[src/rtl/match_pkg.sv]
// Shared types and constants for the match sequencer: phase encoding, HID keycodes,
// round-result codes and the saturating score helper.
package match_pkg;

   typedef enum logic [2:0] {
      IDLE       = 3'd0,
      COUNTDOWN  = 3'd1,
      PLAY       = 3'd2,
      EXPLODE    = 3'd3,
      HOLD       = 3'd4,
      MATCH_OVER = 3'd5
   } phase_t;

   typedef enum logic [1:0] {
      WIN_NONE = 2'd0,
      WIN_P1   = 2'd1,
      WIN_P2   = 2'd2,
      WIN_DRAW = 2'd3
   } winner_t;

   localparam logic [7:0] KEY_ENTER = 8'd88;
   localparam logic [7:0] KEY_Y     = 8'd28;
   localparam logic [7:0] KEY_M     = 8'd16;
   localparam logic [7:0] KEY_P     = 8'd19;

   localparam int         TIMER_W   = 16;
   localparam logic [2:0] SCORE_MAX = 3'd7;

   function automatic logic [2:0] score_inc(input logic [2:0] s);
      return (s == SCORE_MAX) ? s : s + 3'd1;
   endfunction

endpackage

[src/rtl/match_controller_if.sv]
// Bundle between the match sequencer and the rest of the game: frame/key/hit inputs
// in, phase and rendering/motion control flags out.
interface match_controller_if;
   import match_pkg::*;

   logic       frame_tick;
   logic [7:0] keycode;
   logic       tank1gaya;
   logic       tank2gaya;

   phase_t     phase;
   logic       game_on;
   logic       freeze;
   logic       respawn;
   logic [1:0] countdown_val;
   logic       explosion1_on;
   logic       explosion2_on;
   winner_t    round_winner;
   logic [2:0] score_p1;
   logic [2:0] score_p2;
   logic       match_over_p1;
   logic       match_over_p2;

   // The sequencer is the master: it owns every status/control output.
   modport master (
      input  frame_tick, keycode, tank1gaya, tank2gaya,
      output phase, game_on, freeze, respawn, countdown_val,
             explosion1_on, explosion2_on, round_winner,
             score_p1, score_p2, match_over_p1, match_over_p2
   );

   modport slave (
      output frame_tick, keycode, tank1gaya, tank2gaya,
      input  phase, game_on, freeze, respawn, countdown_val,
             explosion1_on, explosion2_on, round_winner,
             score_p1, score_p2, match_over_p1, match_over_p2
   );

endinterface

[src/rtl/frame_timer.sv]
// Frame-tick down-counter: load presets the interval, done fires on the tick that
// finishes it, and the counter then reloads itself for the next interval.
module frame_timer
   import match_pkg::*;
(
   input  logic               fsm_clock,
   input  logic               reset,
   input  logic               tick,
   input  logic               load,
   input  logic [TIMER_W-1:0] load_val,
   output logic               done
);

   logic [TIMER_W-1:0] count;

   // NOTE: sequential state is written with <= so every flop samples pre-edge values.
   always_ff @(posedge fsm_clock) begin
      if (reset) begin
         count <= '0;
      end else if (load) begin
         count <= load_val;
      end else if (tick) begin
         count <= (count == '0) ? load_val : count - TIMER_W'(1);
      end
   end

   assign done = tick && (count == '0);

endmodule

[src/rtl/match_controller.sv]
// Match sequencer: menu, 3-2-1 countdown, play, explosion animation, round-result hold
// and match-over screen, with per-player round scores.
module match_controller
   import match_pkg::*;
#(
   parameter int WIN_SCORE   = 3,
   parameter int CD_FRAMES   = 60,
   parameter int EXPL_FRAMES = 8,
   parameter int EXPL_STEPS  = 6,
   parameter int HOLD_FRAMES = 120
)(
   input  logic               fsm_clock,
   input  logic               reset,
   match_controller_if.master bus
);

   localparam logic [2:0] WIN3      = 3'(WIN_SCORE);
   localparam logic [3:0] LAST_STEP = 4'(EXPL_STEPS - 1);

   phase_t             phase;
   phase_t             tgt;
   logic               leave;
   logic [7:0]         key_prev;
   logic [1:0]         cd_digit;
   logic [3:0]         step;
   logic               paused;
   logic               h1;
   logic               h2;
   logic               respawn_q;
   logic [2:0]         score_p1;
   logic [2:0]         score_p2;
   winner_t            winner;
   logic [TIMER_W-1:0] load_val;
   logic               tmr_done;

   // Timer preset for a phase: interval length minus one (the counter runs down to 0).
   function automatic logic [TIMER_W-1:0] frames_for(input phase_t p);
      case (p)
         COUNTDOWN: return TIMER_W'(CD_FRAMES - 1);
         EXPLODE:   return TIMER_W'(EXPL_FRAMES - 1);
         HOLD:      return TIMER_W'(HOLD_FRAMES - 1);
         default:   return '0;
      endcase
   endfunction

   wire press_enter   = (bus.keycode == KEY_ENTER) && (key_prev != KEY_ENTER);
   wire press_y       = (bus.keycode == KEY_Y)     && (key_prev != KEY_Y);
   wire press_m       = (bus.keycode == KEY_M)     && (key_prev != KEY_M);
   wire press_p       = (bus.keycode == KEY_P)     && (key_prev != KEY_P);
   wire hit_any       = bus.tank1gaya || bus.tank2gaya;
   wire score_reached = (score_p1 >= WIN3) || (score_p2 >= WIN3);

   // Loading on a phase change discards any tick in that same cycle.
   assign load_val = frames_for(leave ? tgt : phase);

   frame_timer u_timer (
      .fsm_clock (fsm_clock),
      .reset     (reset),
      .tick      (bus.frame_tick),
      .load      (leave),
      .load_val  (load_val),
      .done      (tmr_done)
   );

   // NOTE: every always_comb output gets a default first so no path can infer a latch.
   always_comb begin
      leave = 1'b0;
      tgt   = IDLE;
      if (press_m) begin
         leave = 1'b1;
      end else begin
         case (phase)
            IDLE:       if (press_enter) begin leave = 1'b1; tgt = COUNTDOWN; end
            COUNTDOWN:  if (tmr_done && cd_digit == 2'd1) begin leave = 1'b1; tgt = PLAY; end
            PLAY:       if (!paused && hit_any) begin leave = 1'b1; tgt = EXPLODE; end
            EXPLODE:    if (tmr_done && step == LAST_STEP) begin leave = 1'b1; tgt = HOLD; end
            HOLD:       if (tmr_done) begin
                           leave = 1'b1;
                           tgt   = score_reached ? MATCH_OVER : COUNTDOWN;
                        end
            MATCH_OVER: if (press_y) begin leave = 1'b1; tgt = COUNTDOWN; end
            default:    leave = 1'b1;
         endcase
      end
   end

   always_ff @(posedge fsm_clock) begin
      if (reset) begin
         phase     <= IDLE;
         key_prev  <= '0;
         cd_digit  <= '0;
         step      <= '0;
         paused    <= 1'b0;
         h1        <= 1'b0;
         h2        <= 1'b0;
         respawn_q <= 1'b0;
         score_p1  <= '0;
         score_p2  <= '0;
         winner    <= WIN_NONE;
      end else begin
         key_prev  <= bus.keycode;
         respawn_q <= 1'b0;
         if (leave) begin
            phase  <= tgt;
            paused <= 1'b0;
            case (tgt)
               IDLE: begin
                  score_p1 <= '0;
                  score_p2 <= '0;
                  winner   <= WIN_NONE;
               end
               COUNTDOWN: begin
                  cd_digit  <= 2'd3;
                  respawn_q <= 1'b1;
                  winner    <= WIN_NONE;
                  // Only a new match (from menu or match-over) wipes the scores.
                  if (phase != HOLD) begin
                     score_p1 <= '0;
                     score_p2 <= '0;
                  end
               end
               EXPLODE: begin
                  h1   <= bus.tank1gaya;
                  h2   <= bus.tank2gaya;
                  step <= '0;
               end
               HOLD: begin
                  if (h1 && !h2) begin
                     score_p2 <= score_inc(score_p2);
                     winner   <= WIN_P2;
                  end else if (h2 && !h1) begin
                     score_p1 <= score_inc(score_p1);
                     winner   <= WIN_P1;
                  end else if (h1 && h2) begin
                     winner   <= WIN_DRAW;
                  end else begin
                     winner   <= WIN_NONE;
                  end
               end
               default: ;
            endcase
         end else begin
            case (phase)
               COUNTDOWN: if (tmr_done) cd_digit <= cd_digit - 2'd1;
               PLAY:      if (press_p)  paused   <= !paused;
               EXPLODE:   if (tmr_done) step     <= step + 4'd1;
               default: ;
            endcase
         end
      end
   end

   assign bus.phase         = phase;
   assign bus.game_on       = (phase == COUNTDOWN) || (phase == PLAY) || (phase == EXPLODE);
   assign bus.freeze        = !((phase == PLAY) && !paused);
   assign bus.respawn       = respawn_q;
   assign bus.countdown_val = (phase == COUNTDOWN) ? cd_digit : 2'd0;
   assign bus.explosion1_on = (phase == EXPLODE) && !step[0];
   assign bus.explosion2_on = (phase == EXPLODE) &&  step[0];
   assign bus.round_winner  = winner;
   assign bus.score_p1      = score_p1;
   assign bus.score_p2      = score_p2;
   assign bus.match_over_p1 = (phase == MATCH_OVER) && (score_p1 >= WIN3);
   assign bus.match_over_p2 = (phase == MATCH_OVER) && (score_p2 >= WIN3);

endmodule

[src/flat_wrapper.sv]
// flat-port wrapper written by rule: the top's interface ports become plain ports
module match_controller_flat import match_pkg::*;
#(
   parameter int WIN_SCORE   = 3,
   parameter int CD_FRAMES   = 60,
   parameter int EXPL_FRAMES = 8,
   parameter int EXPL_STEPS  = 6,
   parameter int HOLD_FRAMES = 120
)
  (fsm_clock, reset, bus_frame_tick, bus_keycode, bus_tank1gaya, bus_tank2gaya, bus_phase, bus_game_on, bus_freeze, bus_respawn, bus_countdown_val, bus_explosion1_on, bus_explosion2_on, bus_round_winner, bus_score_p1, bus_score_p2, bus_match_over_p1, bus_match_over_p2);
  match_controller_if bus_i ();
  input  logic fsm_clock;
  input  logic reset;
  input wire logic [$bits(bus_i.frame_tick)-1:0] bus_frame_tick;
  input wire logic [$bits(bus_i.keycode)-1:0] bus_keycode;
  input wire logic [$bits(bus_i.tank1gaya)-1:0] bus_tank1gaya;
  input wire logic [$bits(bus_i.tank2gaya)-1:0] bus_tank2gaya;
  output wire logic [$bits(bus_i.phase)-1:0] bus_phase;
  output wire logic [$bits(bus_i.game_on)-1:0] bus_game_on;
  output wire logic [$bits(bus_i.freeze)-1:0] bus_freeze;
  output wire logic [$bits(bus_i.respawn)-1:0] bus_respawn;
  output wire logic [$bits(bus_i.countdown_val)-1:0] bus_countdown_val;
  output wire logic [$bits(bus_i.explosion1_on)-1:0] bus_explosion1_on;
  output wire logic [$bits(bus_i.explosion2_on)-1:0] bus_explosion2_on;
  output wire logic [$bits(bus_i.round_winner)-1:0] bus_round_winner;
  output wire logic [$bits(bus_i.score_p1)-1:0] bus_score_p1;
  output wire logic [$bits(bus_i.score_p2)-1:0] bus_score_p2;
  output wire logic [$bits(bus_i.match_over_p1)-1:0] bus_match_over_p1;
  output wire logic [$bits(bus_i.match_over_p2)-1:0] bus_match_over_p2;
  assign bus_i.frame_tick = bus_frame_tick;
  assign bus_i.keycode = bus_keycode;
  assign bus_i.tank1gaya = bus_tank1gaya;
  assign bus_i.tank2gaya = bus_tank2gaya;
  assign bus_phase = bus_i.phase;
  assign bus_game_on = bus_i.game_on;
  assign bus_freeze = bus_i.freeze;
  assign bus_respawn = bus_i.respawn;
  assign bus_countdown_val = bus_i.countdown_val;
  assign bus_explosion1_on = bus_i.explosion1_on;
  assign bus_explosion2_on = bus_i.explosion2_on;
  assign bus_round_winner = bus_i.round_winner;
  assign bus_score_p1 = bus_i.score_p1;
  assign bus_score_p2 = bus_i.score_p2;
  assign bus_match_over_p1 = bus_i.match_over_p1;
  assign bus_match_over_p2 = bus_i.match_over_p2;
  match_controller #(.WIN_SCORE(WIN_SCORE), .CD_FRAMES(CD_FRAMES), .EXPL_FRAMES(EXPL_FRAMES), .EXPL_STEPS(EXPL_STEPS), .HOLD_FRAMES(HOLD_FRAMES)) u_core (.fsm_clock(fsm_clock), .reset(reset), .bus(bus_i));
endmodule
[config.mk]
export PLATFORM = sky130hd
export DESIGN_NAME = match_controller_flat
export DESIGN_NICKNAME = d
export VERILOG_FILES = /design/src/rtl/match_pkg.sv /design/src/rtl/match_controller_if.sv /design/src/rtl/frame_timer.sv /design/src/rtl/match_controller.sv /design/src/flat_wrapper.sv
export SDC_FILE = /design/constraint.sdc
export NUM_CORES = 1
export LEC_CHECK = 0
export CAP_MARGIN = 20
export CELL_PAD_IN_SITES_DETAIL_PLACEMENT = 1
export CELL_PAD_IN_SITES_GLOBAL_PLACEMENT = 1
export CORE_MARGIN = 2
export CORE_UTILIZATION = 46
export DETAILED_ROUTE_END_ITERATION = 12
export HOLD_SLACK_MARGIN = 0.08
export PLACE_DENSITY = 0.83
export SLEW_MARGIN = 5
export SYNTH_ARGS = -nofsm -noshare
export SYNTH_HDL_FRONTEND = slang
export SYNTH_HIERARCHICAL = 1
export SYNTH_SLANG_ARGS = --single-unit
[constraint.sdc]
create_clock -name fsm_clock -period 6.3 [get_ports fsm_clock]
set_clock_uncertainty 0.1 [all_clocks]
set_input_delay 0.63 -clock fsm_clock [delete_from_list [all_inputs] [get_ports fsm_clock]]
set_output_delay 0.63 -clock fsm_clock [all_outputs]
set_load 0.03 [all_outputs]
Word-level counts from Yosys, hierarchy flattened
Index checks and enable logic that the tools add are counted.
W data, S select, Z words.
- input bits: 13
- logic and storage cells: 140
- register bits after elaboration: 45
- output and inout port bits: 20
- equal/unequal tests: 32
- magnitude comparators: 2
- bitwise gates (word level): 1
- mux-type cells: 44
- $add $sub $neg: 5
- reduce and logical (&&, ||, !) cells: 44
- operators by type and width (operator ; count):
    $mux W16 ; 3
    $mux W3 ; 11
    $eq A8 B5 Y1 const B ; 3
    $ne A8 B5 Y1 const B ; 3
    $pmux W7 S3 ; 1
    $mux W2 ; 10
    $eq A3 B3 Y1 const B ; 6
    $pmux W3 S3 ; 2
    $pmux W3 S6 ; 1
    $logic_and A1 B1 Y1 ; 16
    $logic_not A16 Y1 ; 1
    $mux W4 ; 4
    $sub A16 B1 Y16 const B ; 1
    $eq A3 B2 Y1 const B ; 4
    $mux W1 ; 10
    $ne A2 B2 Y1 const B ; 5
    $reduce_bool A2 Y1 ; 5
    $eq A3 B1 Y1 const B ; 3
    $eq A8 B7 Y1 const B ; 1
    $ne A8 B7 Y1 const B ; 1
    $add A3 B1 Y3 const B ; 2
    $ge A3 B2 Y1 const B ; 2
    $logic_not A3 Y1 ; 2
    $ne A2 B1 Y1 const B ; 3
    16 further kinds ; 28

Depth between registers and ports, before layout
- depth in word-level cells: 12
- mapped depth: 15
- depth with buffers taken out: 14

Modules after synthesis
Netlist, hierarchy kept.
- by module, submodules not included (module ; area an instance (µm²) ; cells an instance ; times used ; sequential area each (µm²)):
    match_controller ; 1804.2 ; 210 ; 1 ; 580.6
    frame_timer ; 1181.1 ; 141 ; 1 ; 320.3

Least setup slack after synthesis
No wires, ideal clock.
- kind: register -> register
- start point: reg u_core.u_timer.count[0]
- end point: reg u_core.u_timer.count[3]
- period minus slack after synthesis: 3.423 ns
- arrival time: 3.204 ns
- library setup time: 0.119 ns
- cell stages (with the launch flop): 15
- setup slack: 2.877 ns
- required time: 6.081 ns
- path buffers: 2
- cell sequence: dfxtp_1 -> inv_1 -> ha_1 -> or4b_4 -> nor4_4 -> and2_1 -> nor4bb_1 -> a21oi_1 -> o211ai_2 -> nor2_1 -> inv_1 -> clkbuf_1 -> a41oi_1 -> clkbuf_1 -> o221a_1
- longest elaborated chain between the ends: 12
- elaborated cells on any way between the ends: 24
- classes of those cells: add/sub (1); eq/ne (3); mux (15); reduce/logical (5)
- RTL lines (element ; RTL line ; RTL):
    start: declaration ; frame_timer.sv:14 ; logic [TIMER_W-1:0] count;
    start signal: assignment ; frame_timer.sv:21 ; count <= load_val;
    start signal: assignment ; frame_timer.sv:23 ; count <= (count == '0) ? load_val : count - TIMER_W'(1);
    $logic_not A16 Y1 * ; frame_timer.sv:27 ; assign done = tick && (count == '0);
    $logic_and A1 B1 Y1 * ; frame_timer.sv:27 ;
    net u_core.tmr_done ; match_controller.sv:34 ; logic tmr_done;
    $logic_and A1 B1 Y1, on equally long branches ; match_controller.sv:76, match_controller.sv:74 ;
    $mux W1, on equally long branches ; match_controller.sv:76, match_controller.sv:74 ;
    $pmux W1 S6 * ; match_controller.sv:72 ; case (phase)
    $mux W1 * ; match_controller.sv:69 ; if (press_m) begin
    net u_core.leave ; match_controller.sv:22 ; logic leave;
    $mux W3 ; match_controller.sv:54 ; assign load_val = frames_for(leave ? tgt : phase);
    $eq A3 B3 Y1 (tied with other cells) ; match_controller.sv:38 ; case (p)
    $pmux W7 S3 ; match_controller.sv:38 ;
    $mux W16 ; frame_timer.sv:23 ;
    $mux W16 ; frame_timer.sv:22 ; end else if (tick) begin
    $mux W16 ; frame_timer.sv:20 ; end else if (load) begin
The timed path passes the listed nets; every way through them passes the cells marked *. The select of a mux whose other input is x is not followed.
A chain may end at the register's enable or synchronous reset.

Worst setup path in the final report
- start point: reg u_core.u_timer.count[0]
- end point: reg u_core.u_timer.count[15]
- longest elaborated chain between the ends: 7
- elaborated cells on any way between the ends: 14
- classes of those cells: add/sub (1); mux (8); reduce/logical (5)
- RTL lines (element ; RTL line):
    $logic_not A16 Y1 * ; frame_timer.sv:27
    $logic_and A1 B1 Y1 * ; frame_timer.sv:27
    net u_core.tmr_done ; match_controller.sv:34
    $logic_and A1 B1 Y1, on equally long branches ; match_controller.sv:76, match_controller.sv:74
    $mux W1, on equally long branches ; match_controller.sv:76, match_controller.sv:74
    $pmux W1 S6 * ; match_controller.sv:72
    $mux W1 * ; match_controller.sv:69
    net u_core.leave ; match_controller.sv:22
    $mux W16 or $reduce_bool A2 Y1 (tied branches) ; n/a
Marked as above.

==> run_results.csv <==
group,metric,value,unit
clock_network,clockBufferDepth,2,
global_route,overflow,0,
clock_network,clk_pin_slew,0.09,ns
yosys,ys_warn_count,6,
min_path,worstHoldPathType,"reg2reg",
clock_network,cts.sinks,45,
cells_and_area,multi_input_area,1950,um2
clock_network,cts_resized,0,
floorplan,std_cell_rows,29,
sta,rsz0062_at_grt,"false",
placed_design,port_buffers,32,
route,dr.first_iter.drc_count,135,
yosys,ys_seq_area_share,30.2,%
route,routed_wl,8050,um
critical_path,path_max_fanout,15,
sta,fmaxAchievable,238,MHz
power,power_density,321,nW/um2
placed_design,routabilityCongestion,0.905,
yosys,synthCells,351,
power,p_total,1110,uW
route,post_drt_wl_per_cell,17.5,um
yosys,ys.flop_type,"dfxtp_1",
sta,hold_slack,0.392,ns
status,outcome,"finished, final reports clean",
clock_network,root_buffer,"clkbuf_8",
sta,maxSlewHeadroom,33.2,%
cells_and_area,final_util,54.9,%
yosys,syn-cell-area,2990,um2
cells_and_area,final_layout_size_suffix_gt1_share,9.40,%
placed_design,place_area,3350,um2
route,dr.pass1.iters,4,
sta,min_period,4.20,ns
sta,hold_viol,0,
sta,worstMarginPinSlew,0.989,ns
global_route,grt_pass1_vias,2868,
critical_path,cp.arrival,4.31,ns
clock_network,hold_buffers,0,
cells_and_area,n_antenna_cell,0,
global_route,grt_max_degree,33,
critical_path,worstPathRequired,6.40,ns
route,maxUsedRoutingLayer,"met4",
route,drc,0,
floorplan,die_h,84.6,um
floorplan,io_pins,33,
route,dr_wl_met3,338,um
yosys,synth_edf_count,0,
sta,slew_viol_final,0,
cells_and_area,nets,406,
route,vias,2836,
clock_network,worstSkewPairLatency,0.31,ns
clock_network,post_cts_buffers,0,
floorplan,start_util,47.3,%
route,vias_per_cell,6.17,
power,leakagePower,0.00131,uW
power,peakVddDrop,0.000235,V
clock_network,cts_tree,"built",
critical_path,path_class,"reg2reg",
yosys,avgSynthCellArea,8.51,um2
clock_network,numCtsBuffers,5,
sta,period_share,66.7,%
run,max-cap-violations,0,
global_route,grt_pass1_wl,13700,um
cells_and_area,fillers,779,
sta,fin_setup_tns,0,ns
floorplan,core_area,6310,um2
route,antenna_left,0,
yosys,synth_cell_types,75,
yosys,synthArstFlopShare,0,%
cells_and_area,areaGrowthSynthToFinish,16.2,%
global_route,track_usage,23.1,%
floorplan,die_x,84.6,um
floorplan,die-area,7150,um2
clock_network,h-tree-depth,2,
route,drt-met1-wl,3760,um
route,wl_met2,3780,um
placed_design,dp_hpwl,5940,um
cells_and_area,seq_area,901,um2
critical_path,critPathLaunchType,"flop",
critical_path,setup.worst_path.end_class,"flop",
cells_and_area,design_area,3470,um2
global_route,antenna_found_initial,0,
yosys,ys_ff_latch,45,
sta,setup_viol,0,
==> metal layers <==
| layer | up-vias | GRT usage [%] |
|---|---|---|
| met1 | 1381 | 30.5 |
| met3 | 16 | 3.44 |
| li1 | 1371 | - |
| met5 | - | 0 |
| met4 | 0 | 7.79 |
| met2 | 68 | 38.4 |
==> per-stage QoR <==
step / cells / setup WS (ns)
detailed placement: 452 / 2.05
finish: 460 / 2.10
CTS: 460 / 2.12
global placement: 452 / 2.24
global route: 460 / 1.81
floorplan: 359 / 2.88
==> critical path: stages, from the launching register on <==
cell	delay [ns]
dfxtp_1	0.37
inv_1	0.09
ha_1	0.16
or4b_4	0.49
nor4_4	0.46
and2_1	0.28
nor4bb_1	0.50
a32oi_1	0.14
o211ai_2	0.15
nor2_1	0.10
inv_1	0.35
a41oi_2	0.26
and3_1	0.36
o31a_1	0.28
==> cells in the mapped netlist, types with 6 or more instances <==
master | count | area [um2]
and2_1 | 6 | 37.5
o21ai_0 | 6 | 30.0
dfxtp_1 | 45 | 901
nand4_1 | 10 | 62.6
nor2b_1 | 10 | 62.6
ha_1 | 11 | 138
nor2_1 | 36 | 135
nand3_1 | 8 | 40.0
nor3b_1 | 7 | 52.6
nand2_1 | 20 | 75.1
clkbuf_1 | 10 | 37.5
a21oi_1 | 8 | 40.0
nor3_1 | 11 | 55.1
a211oi_1 | 6 | 45.0
nor4_1 | 8 | 50.1
inv_1 | 18 | 67.6
o211ai_1 | 7 | 52.6
mux2i_1 | 10 | 100
==> placed cells by master (no fill, tap or decap), drive strengths merged, types with 3 or more instances in the layout <==
| master | synthesis | final |
|---|---|---|
| nand3 | 8 | 8 |
| o31a | 5 | 5 |
| a31oi | 3 | 3 |
| nor4b | 6 | 6 |
| clkdlybuf4s50 | 0 | 32 |
| mux2 | 4 | 4 |
| nor4 | 11 | 11 |
| clkbuf | 10 | 6 |
| or4 | 7 | 7 |
| a21oi | 9 | 9 |
| nor3 | 12 | 12 |
| ha | 11 | 11 |
| mux2i | 10 | 10 |
| o221ai | 4 | 4 |
| and2 | 6 | 6 |
| or3b | 4 | 4 |
| conb | 1 | 9 |
| nor2 | 37 | 37 |
| dfxtp | 45 | 45 |
| a41oi | 3 | 3 |
| or2 | 3 | 3 |
| a211oi | 6 | 6 |
| nor2b | 10 | 10 |
| a21boi | 3 | 3 |
| nor3b | 7 | 7 |
| nand2b | 5 | 5 |
| nand3b | 3 | 3 |
| nand2 | 20 | 20 |
| o211ai | 8 | 8 |
| xor2 | 3 | 3 |
| o21ai | 12 | 12 |
| and3 | 5 | 5 |
| nand4 | 10 | 10 |
| inv | 18 | 18 |
==> report_power, final <==
part           internal (uW)  switching [uW]  leakage (uW)
registers                328            70.4      0.000367
logic                    212             266      0.000887
clock network            129             106     0.0000574
total                    669             443       0.00131
==> cell families (layout without fill, tap and decap cells) <==
family,Yosys count,after routing,share of synthesized area [%]
AOI/OAI and AO/OA,77,77,20.4
other,1,9,0.126
muxes,14,14,4.99
xor gates and xnor gates,4,4,1.17
adders and majority gates,11,11,4.61
buffers and inverters,36,60,5.45
DFF,45,45,30.2
and+or+nand+nor,163,163,33.1
==> path summary, 6_finish.rpt <==
check                     startpoint                       end  slack, ns  cells past startpoint
max reg2reg  u_core/u_timer/count[0]  u_core/u_timer/count[15]       2.10                     13
max          u_core/u_timer/count[0]  u_core/u_timer/count[15]       2.10                     13
min               u_core/cd_digit[1]        u_core/cd_digit[1]       0.39                      1
min reg2reg       u_core/cd_digit[1]        u_core/cd_digit[1]       0.39                      1
==> state kept, by name (all words and copies together), names as in the netlist, 2 cells and up <==
| name | count |
|---|---|
| u_core/key_prev | 8 |
| u_core/bus.phase | 3 |
| u_core/bus.score_p1 | 3 |
| u_core/step | 4 |
| u_core/u_timer/count | 16 |
| u_core/bus.round_winner | 2 |
| u_core/cd_digit | 2 |
| u_core/bus.score_p2 | 3 |
==> cell type report <==
type / count / area share [%]
clock buffers: 6 / 2.38
clock inverters: 2 / 1.08
inverters: 19 / 2.06
multi-input cells: 278 / 56.3
flip-flops and latches: 45 / 26.0
well taps: 77 / 2.78
repair buffers: 33 / 9.45
Note: power is estimated with default switching activity, not from simulation.
